===== src/rtl/wb_pkg.sv =====
// Shared constants and types for the writeback port scheduler slice.
// Optional build macro used by this slice: WB_FIXED_PRIO_EN (fixed ALU > MDU > LSU priority).
package wb_pkg;

  localparam int NUM_REQ = 3;
  localparam int REG_AW  = 5;
  localparam int DATA_W  = 32;

  typedef enum logic [1:0] {
    REQ_ALU = 2'd0,
    REQ_MDU = 2'd1,
    REQ_LSU = 2'd2
  } req_id_t;

  typedef struct packed {
    logic              we;
    logic [REG_AW-1:0] waddr;
    logic [DATA_W-1:0] wdata;
  } wr_port_t;

endpackage


===== src/rtl/wb_rr_arbiter.sv =====
// One-hot grant arbiter for the writeback requesters; round-robin by default,
// fixed lowest-index-first priority when WB_FIXED_PRIO_EN is defined.
module wb_rr_arbiter #(
  parameter int NUM_REQ = wb_pkg::NUM_REQ
) (
  input  logic               clk,
  input  logic               rst,
  input  logic [NUM_REQ-1:0] req,
  output logic [NUM_REQ-1:0] grant
);

  localparam int PTR_W = (NUM_REQ > 1) ? $clog2(NUM_REQ) : 1;

  logic [NUM_REQ-1:0] lo_grant;
  logic               found_lo;

  // Plain lowest-index-first pick; also the wrap-around half of round-robin.
  always_comb begin
    lo_grant = '0;
    found_lo = 1'b0;
    for (int i = 0; i < NUM_REQ; i++) begin
      if (req[i] && !found_lo) begin
        lo_grant[i] = 1'b1;
        found_lo    = 1'b1;
      end
    end
  end

`ifdef WB_FIXED_PRIO_EN

  assign grant = rst ? '0 : lo_grant;

`else

  logic [PTR_W-1:0]   rr_ptr;
  logic [PTR_W-1:0]   ptr_nxt;
  logic [NUM_REQ-1:0] hi_grant;
  logic               found_hi;

  // Prefer the first requester at or above rr_ptr; otherwise wrap to the lowest.
  always_comb begin
    hi_grant = '0;
    found_hi = 1'b0;
    for (int i = 0; i < NUM_REQ; i++) begin
      if (req[i] && !found_hi && (i >= int'(rr_ptr))) begin
        hi_grant[i] = 1'b1;
        found_hi    = 1'b1;
      end
    end
    grant = found_hi ? hi_grant : lo_grant;
    if (rst) begin
      grant = '0;
    end
  end

  always_comb begin
    ptr_nxt = rr_ptr;
    for (int i = 0; i < NUM_REQ; i++) begin
      if (grant[i]) begin
        ptr_nxt = (i == NUM_REQ - 1) ? '0 : PTR_W'(i + 1);
      end
    end
  end

  always_ff @(posedge clk) begin
    if (rst) begin
      rr_ptr <= '0;
    end else begin
      rr_ptr <= ptr_nxt;
    end
  end

`endif

endmodule


===== src/rtl/wb_port_scheduler.sv =====
// Shares the regfile write port among ALU/MDU/LSU and tracks pending writes for ID hazards.
// Build macro WB_FIXED_PRIO_EN selects fixed priority inside wb_rr_arbiter.
module wb_port_scheduler #(
  parameter int NUM_REQ = wb_pkg::NUM_REQ,
  parameter int REG_AW  = wb_pkg::REG_AW,
  parameter int DATA_W  = wb_pkg::DATA_W
) (
  input  logic                      clk,
  input  logic                      rst,
  input  logic [NUM_REQ-1:0]        req_valid,
  input  logic [NUM_REQ*REG_AW-1:0] req_addr,
  input  logic [NUM_REQ*DATA_W-1:0] req_data,
  output logic [NUM_REQ-1:0]        req_ready,
  output logic                      rf_we,
  output logic [REG_AW-1:0]         rf_waddr,
  output logic [DATA_W-1:0]         rf_wdata,
  input  logic                      issue_valid,
  input  logic [REG_AW-1:0]         issue_dst,
  output logic                      issue_ready,
  input  logic [REG_AW-1:0]         raddr1,
  input  logic [REG_AW-1:0]         raddr2,
  output logic                      rs1_busy,
  output logic                      rs2_busy
);

  import wb_pkg::*;

  localparam int NUM_REGS = 1 << REG_AW;

  logic [NUM_REQ-1:0]  grant;
  logic [REG_AW-1:0]   sel_addr;
  logic [DATA_W-1:0]   sel_data;
  wr_port_t            wr_q;
  logic [NUM_REGS-1:0] pending;
  logic [NUM_REGS-1:0] pending_nxt;

  wb_rr_arbiter #(.NUM_REQ(NUM_REQ)) u_arb (
    .clk   (clk),
    .rst   (rst),
    .req   (req_valid),
    .grant (grant)
  );

  assign req_ready = grant;

  always_comb begin
    sel_addr = '0;
    sel_data = '0;
    for (int i = 0; i < NUM_REQ; i++) begin
      if (grant[i]) begin
        sel_addr = req_addr[i*REG_AW +: REG_AW];
        sel_data = req_data[i*DATA_W +: DATA_W];
      end
    end
  end

  // Writes to r0 are accepted from the requester but never reach the regfile.
  always_ff @(posedge clk) begin
    if (rst) begin
      wr_q <= '0;
    end else begin
      wr_q.we    <= (|grant) && (sel_addr != '0);
      wr_q.waddr <= sel_addr;
      wr_q.wdata <= sel_data;
    end
  end

  // Gating with rst drops a write that was granted just before reset arrived.
  assign rf_we    = wr_q.we & ~rst;
  assign rf_waddr = wr_q.waddr;
  assign rf_wdata = wr_q.wdata;

  assign issue_ready = ~pending[issue_dst] | (issue_dst == '0);

  always_comb begin
    pending_nxt = pending;
    if (rf_we) begin
      pending_nxt[rf_waddr] = 1'b0;
    end
    if (issue_valid && issue_ready && (issue_dst != '0)) begin
      pending_nxt[issue_dst] = 1'b1;
    end
  end

  always_ff @(posedge clk) begin
    if (rst) begin
      pending <= '0;
    end else begin
      pending <= pending_nxt;
    end
  end

  // A same-cycle commit is forwarded by the regfile, so it does not count as busy.
  assign rs1_busy = pending[raddr1] & ~(rf_we && (rf_waddr == raddr1)) & (raddr1 != '0);
  assign rs2_busy = pending[raddr2] & ~(rf_we && (rf_waddr == raddr2)) & (raddr2 != '0);

endmodule

===== config.mk =====
export PLATFORM = sky130hd
export DESIGN_NAME = wb_port_scheduler
export DESIGN_NICKNAME = d
export VERILOG_FILES = /design/src/rtl/wb_pkg.sv /design/src/rtl/wb_rr_arbiter.sv /design/src/rtl/wb_port_scheduler.sv
export SDC_FILE = /design/constraint.sdc
export NUM_CORES = 1
export LEC_CHECK = 0
export ABC_AREA = 0
export CAP_MARGIN = 20
export CORE_ASPECT_RATIO = 0.9
export CORE_MARGIN = 3
export CORE_UTILIZATION = 40
export DETAILED_ROUTE_END_ITERATION = 10
export GPL_TIMING_DRIVEN = 0
export PLACE_DENSITY = 0.75
export SLEW_MARGIN = 20
export SYNTH_ARGS = -nofsm -noshare
export SYNTH_HDL_FRONTEND = slang
export SYNTH_HIERARCHICAL = 1
export SYNTH_SLANG_ARGS = --single-unit

===== constraint.sdc =====
create_clock -name clk -period 3.7 [get_ports clk]
set_input_delay 0.925 -clock clk [delete_from_list [all_inputs] [get_ports clk]]
set_output_delay 0.925 -clock clk [all_outputs]
set_load 0.005 [all_outputs]

==> results of run 1 <==
## power groups by stage
stage	sequential (W)	combinational, W	clock, W
floorplan	0.000836	0.000232	0
global placement	0.000839	0.000492	0
detailed placement	0.000840	0.000495	0
CTS	0.000824	0.000504	0.000850
global route	0.000827	0.000545	0.000886
finish	0.000824	0.000506	0.000834
## per-layer routing
layer / share of wire / global-route usage
met5: 0 / 0
met4: 0.024 / 0.0680
met3: 0.096 / 0.0763
met2: 0.50 / 0.437
met1: 0.38 / 0.308
## sequential cells by signal, summed over array words and instances (netlist names)
signal / count
pending: 32
rf_waddr: 5
rf_wdata: 32
u_arb/rr_ptr: 2
wr_q: 1
## metrics by stage
step / hold WS, ps / instances / instance area (um2) / setup TNS [ps] / util
6_report: 466 / 823 / 6640 / 0 / 0.632
5_1_grt: 489 / 823 / 6640 / 0 / 0.632
4_1_cts: 464 / 822 / 6630 / -42.9 / 0.631
3_5_place_dp: 453 / 803 / 6260 / -2010 / 0.596
3_3_place_gp: 448 / 803 / 6260 / -1940 / 0.596
2_1_floorplan: 424 / 505 / 4410 / 0 / -
## Yosys cell counts (2+ instances only)
library cell	count	area share
a211o_1	2	0.0040
a211oi_1	2	0.0034
a21oi_1	8	0.0091
a221o_1	34	0.077
a22oi_1	2	0.0034
a32o_1	2	0.0045
and3_1	2	0.0028
and4_1	2	0.0040
buf_1	2	0.0017
buf_2	3	0.0034
buf_4	37	0.063
clkbuf_1	35	0.030
dfxtp_1	72	0.33
inv_1	8	0.0068
mux2_2	2	0.0051
mux2i_1	10	0.023
mux4_2	20	0.10
nand2_1	23	0.020
nand2b_1	4	0.0057
nand3_1	9	0.010
nand3b_1	25	0.043
nand4_1	2	0.0028
nor2_1	46	0.039
nor2b_1	23	0.033
nor3_1	7	0.0079
nor3b_1	7	0.012
o21ai_0	64	0.073
o21ai_1	23	0.026
or3_1	3	0.0043
xnor2_1	5	0.0099
xor2_1	4	0.0079
## logic make-up (layout without fill, tap and decap cells)
group                     after synthesis  count (layout)  share of synthesized area
muxes                                  32              32                      0.130
DFF                                    72              72                      0.327
buffers and inverters                  85             273                      0.105
AOI/OAI and AO/OA                     148             148                      0.223
xor gates and xnor gates                9               9                     0.0179
other                                   0               1                          0
and+or+nand+nor                       159             159                      0.197
## final timing paths
path                                       from    endpoint  slack (ps)  depth (start not counted)
worst max register to register  u_arb/rr_ptr[0]    wr_q[37]        1320                          8
worst max-delay path                        rst    rs2_busy         120                          7
worst min-delay path                 pending[0]  pending[0]         470                          2
worst min register to register       pending[0]  pending[0]         470                          2
## layout make-up
type                       count  area share
timing repair buffer         173       0.258
sequential                    72       0.217
buffer                        77      0.0744
multi-input combinational    348       0.378
clock inverter                 6     0.00923
antenna                        1    0.000377
inverter                       8     0.00452
tap                          129      0.0243
clock buffer                   9      0.0339
## worst register-to-register path: cells and delay by family (launching register included)
family / cells / cell delay [ps]
and+or+nand+nor: 2 / 230
buffers and inverters: 2 / 810
AOI/OAI and AO/OA: 4 / 770
DFF: 1 / 430
## repair_timing
action                                  CTS  global route
gates cloned                              0             0
endpoints found under the setup margin    3             2
hold buffers                              0             0
setup buffers                             4             0
resized for setup                        33             3
pin swaps                                 4             3
==> flow_metrics.py, run 1 <==
metrics = {
    "route": {
        "dr.pass1.iters": 5,
        "drt_wl_total_mm": 15.8,
        "drt-vias-per-instance": 5.63,
        "drc": 0,
        "vias": 4637,
        "drtIter0Drc": 298,
        "wl_per_cell_um": 19.2,
        "postRouteAntennaNets": 0,
    },
    "pwr": {
        "p_leak_nw": 2.48,
        "p_seq_frac": 0.381,
        "ir_drop_uv": 233,
        "p_sw_w": 0.000541,
        "p_int_w": 0.00162,
        "finalPower_w": 0.00216,
        "power_density_nw_per_um2": 326,
        "pwr-share-clk": 0.385,
        "switching_share": 0.250,
        "pwr-share-comb": 0.234,
    },
    "critical_path": {
        "path_buf_inv": 3,
        "crit_fanout": 7,
        "arrival_ps": 2650,
        "crit_type": "primary input to output port",
        "critical_path.top_delay_family": "buffers and inverters",
        "slowest_stage": "clkdlybuf4s50_1",
        "slowest_delay_ps": 530,
        "crit_chain": "clkdlybuf4s50_1, nand2b_2, inv_1, nand3_1, o2111ai_1, o21ai_0, dlygate4sd2_1",
        "start_kind": "primary input",
        "cp.required_ps": 2770,
        "worst_setup_path_end_kind": "output port",
    },
    "sta": {
        "rsz0062_at_grt": "no",
        "maxSlewHeadroom": 0.567,
        "finClkSkew_ps": 9.29,
        "finalMaxSlewViolations": 0,
        "setup-violations-final": 0,
        "worst_pin_slew_ps": 649,
        "hold_viol_final": 0,
        "fin_crit_sh": 0.967,
        "fin_ws_ps": 123,
        "period_needed_ps": 3580,
        "max_freq_mhz": 280,
    },
    "cells_and_area": {
        "layout_commonest_cell": "clkdlybuf4s50_1",
        "multi_input_area_um2": 2510,
        "nets": 821,
        "nFillCells": 901,
        "syn2layout_area_growth_pct": 50.7,
        "final-seq-area_um2": 1440,
        "final_cell_mix": "clkdlybuf4s50_1 (161), dfxtp_1 (72), o21ai_0 (63)",
        "layout-drive-gt1-share": 0.134,
    },
    "run": {
        "maxCapViolCount": 0,
    },
    "die": {
        "io-pin-count": 176,
        "die_area_um2": 12300,
        "die_h_um": 106,
        "initial_core_util": 0.419,
        "fp.dieW_um": 117,
        "design.core.area_um2": 10500,
        "fp-row-count": 35,
    },
    "global_routing": {
        "grt_pass1_vias": 4605,
        "track_usage": 0.254,
        "grt_max_degree": 13,
        "antenna_found_initial": 1,
        "overflow": 0,
        "grt_pass1_wl_mm": 24.2,
    },
    "clock_tree": {
        "root_buffer": "clkbuf_16",
        "cts_tree": "built",
        "cts.reportedPaths.clkPinSlew_ps": 60,
        "cts_buffers": 9,
        "clock_latency_ps": 330,
        "cts_buffer_depth": 2,
        "htreeDepth": 3,
        "cts_sinks": 72,
    },
    "hold_path": {
        "min_path_type": "register to register",
    },
    "synth": {
        "synth_fp_nets": 637,
        "synth-edff-count": 0,
        "ys_ff_latch": 72,
        "synth.distinct_cells": 48,
        "synthCells": 505,
        "synth.cell_area_um2": 4410,
        "ys.flop_type": "dfxtp_1",
        "ys_async_sr_fraction": 0,
        "ys_seq_area_frac": 0.327,
        "syn_avg_cell_area_um2": 8.73,
        "synth_warnings": 6,
    },
    "placed_design": {
        "place_hpwl_mm": 12.6,
        "place_ws_ps": -820,
        "numPortBuffers": 169,
        "place_congestion": 0.909,
    },
    "status": {
        "status": "complete, no violations",
    },
}
No activity file was read; power rests on OpenSTA's default activity.
==> run 2: changes to the inputs <==
==> constraint.sdc (replaced) <==
create_clock -name clk -period 3.6 [get_ports clk]
set_input_delay 1.08 -clock clk [delete_from_list [all_inputs] [get_ports clk]]
set_output_delay 1.08 -clock clk [all_outputs]
set_load 0.1 [all_outputs]
==> flow_metrics.py, run 2 (synthesized netlist as in run 1, its figures left out) <==
metrics = {
    "sta": {
        "finalMaxSlewViolations": 0,
        "finClkSkew_ps": 10.3,
        "hold_viol_final": 0,
        "fin_ws_ps": -137,
        "rsz0062_at_grt": "yes",
        "fin_crit_sh": 1.04,
        "period_needed_ps": 3740,
        "maxSlewHeadroom": 0.295,
        "max_freq_mhz": 268,
        "setup-violations-final": 2,
        "worst_pin_slew_ps": 1050,
        "whs_ps": 486,
    },
    "critical_path": {
        "crit_chain": "buf_12, mux4_2, a32o_2, nor4_4, a21o_4, buf_12",
        "slowest_stage": "mux4_2",
        "crit_type": "primary input to output port",
        "start_kind": "primary input",
        "cp.required_ps": 2520,
        "crit_fanout": 8,
        "slowest_delay_ps": 540,
        "arrival_ps": 2660,
        "cp_common_cell": "buf_12",
        "worstRegToRegCells": 8,
        "worst_setup_path_end_kind": "output port",
    },
    "clock_tree": {
        "cts_buffers": 9,
        "clock_latency_ps": 330,
        "cts.reportedPaths.clkPinSlew_ps": 60,
        "htreeDepth": 3,
        "root_buffer": "clkbuf_16",
        "cts_buffer_depth": 2,
        "cts_sinks": 72,
        "cts_tree": "built",
    },
    "pwr": {
        "p_int_w": 0.00170,
        "pwr-share-comb": 0.311,
        "p_seq_frac": 0.338,
        "finalPower_w": 0.00251,
        "p_sw_w": 0.000812,
        "pwr-share-clk": 0.351,
        "switching_share": 0.324,
        "power_density_nw_per_um2": 366,
        "ir_drop_uv": 199,
        "p_leak_nw": 2.56,
    },
    "hold_path": {
        "worstHoldPathCells": 2,
        "min_path_type": "register to register",
    },
    "die": {
        "initial_core_util": 0.419,
        "io-pin-count": 176,
        "fp.dieW_um": 117,
        "die_area_um2": 12300,
        "fp-row-count": 35,
        "die_h_um": 106,
        "design.core.area_um2": 10500,
    },
    "cells_and_area": {
        "layout_commonest_cell": "clkdlybuf4s50_1",
        "antenna_cells": 0,
        "final_cell_mix": "clkdlybuf4s50_1 (154), dfxtp_1 (72), o21ai_0 (61)",
        "nets": 829,
        "layout-drive-gt1-share": 0.182,
        "nFillCells": 875,
        "syn2layout_area_growth_pct": 55.5,
    },
    "global_routing": {
        "grt_max_degree": 14,
        "track_usage": 0.268,
        "overflow": 0,
        "antenna_found_initial": 0,
        "grt_pass1_vias": 4796,
        "grt_pass1_wl_mm": 25.4,
    },
    "status": {
        "violations": "negative setup slack",
        "status": "finished with violations",
    },
    "route": {
        "wl_met1_mm": 6.36,
        "vias": 4673,
        "wl_per_cell_um": 19.7,
        "drtIter0Drc": 329,
        "postRouteAntennaNets": 0,
        "routed.top_layer": "met4",
        "drc": 0,
        "dr.pass1.iters": 5,
        "drt-vias-per-instance": 5.62,
        "wl_met3_mm": 1.47,
        "drt_wl_total_mm": 16.4,
        "dr_wl_met2_mm": 8.19,
    },
    "placed_design": {
        "place_hpwl_mm": 12.9,
        "place_congestion": 0.885,
        "numPortBuffers": 169,
    },
    "run": {
        "maxCapViolCount": 0,
    },
}
==> run 2: changes by cell type in the layout (fill, tap and decap cells not counted), sizes merged <==
cell,delta
clkinvlp,+2
dlygate4sd2,-2
clkdlybuf4s15,+1
clkdlybuf4s50,-7
dlymetal6s2s,-1
clkbuf,+2
buf,+16
diode,-1
clkinv,-2
==> run 2: cell type report <==
| type | instances | area [um2] | share of cell area |
|---|---|---|---|
| multi-input combinational | 348 | 2600 | 0.379 |
| buffer | 77 | 515 | 0.0752 |
| tap | 129 | 161 | 0.0236 |
| clock inverter | 6 | 67.6 | 0.00986 |
| timing repair buffer | 181 | 1800 | 0.263 |
| inverter | 8 | 33.8 | 0.00493 |
| clock buffer | 10 | 229 | 0.0334 |
| sequential | 72 | 1440 | 0.210 |
==> run 2: critical path: cells and delay by family <==
kind / cells / cell delay [ps]
and+or+nand+nor: 1 / 300
buffers and inverters: 2 / 270
AOI/OAI and AO/OA: 2 / 460
muxes: 1 / 540
==> run 2: per-layer routing <==
layer  global-route usage  up-vias
met3               0.0683       37
li1                     -     2215
met1                0.340     2166
met5                    0        -
met2                0.448      255
met4               0.0753        0
==> run 2: path summary, 6_finish.rpt <==
check	from	end	slack, ps
worst max-delay path	issue_dst[0]	issue_ready	-140
worst min-delay path	pending[0]	pending[0]	490
worst max register to register	u_arb/rr_ptr[1]	rf_wdata[8]	1160
worst min register to register	pending[0]	pending[0]	490
==> run 2: repair_timing <==
action                     CTS  global route
pin swaps                   10             9
resized for setup           93            10
buffers inserted             9             2
gates cloned                 1             0
hold buffers                 0             0
setup endpoints to repair   13             5
==> run 2: through the flow <==
step                utilization  setup TNS (ps)  setup WS [ps]  area, um2  cells
floorplan                     -            -223           -116       4480    505
detailed placement        0.602          -14790          -1940       6330    803
global route              0.652            -273           -169       6850    831
finish                    0.652            -156           -137       6850    831
CTS                       0.648            -174           -156       6820    829
global placement          0.602          -12980          -1890       6330    803
==> run 2: power by group through the flow <==
| stage | Clock, W | Combinational, W | Sequential [W] |
|---|---|---|---|
| 2_1_floorplan | 0 | 0.000478 | 0.000859 |
| 3_3_place_gp | 0 | 0.000744 | 0.000862 |
| 3_5_place_dp | 0 | 0.000749 | 0.000863 |
| 4_1_cts | 0.000894 | 0.000773 | 0.000847 |
| 5_1_grt | 0.000922 | 0.000819 | 0.000851 |
| 6_report | 0.000881 | 0.000780 | 0.000847 |
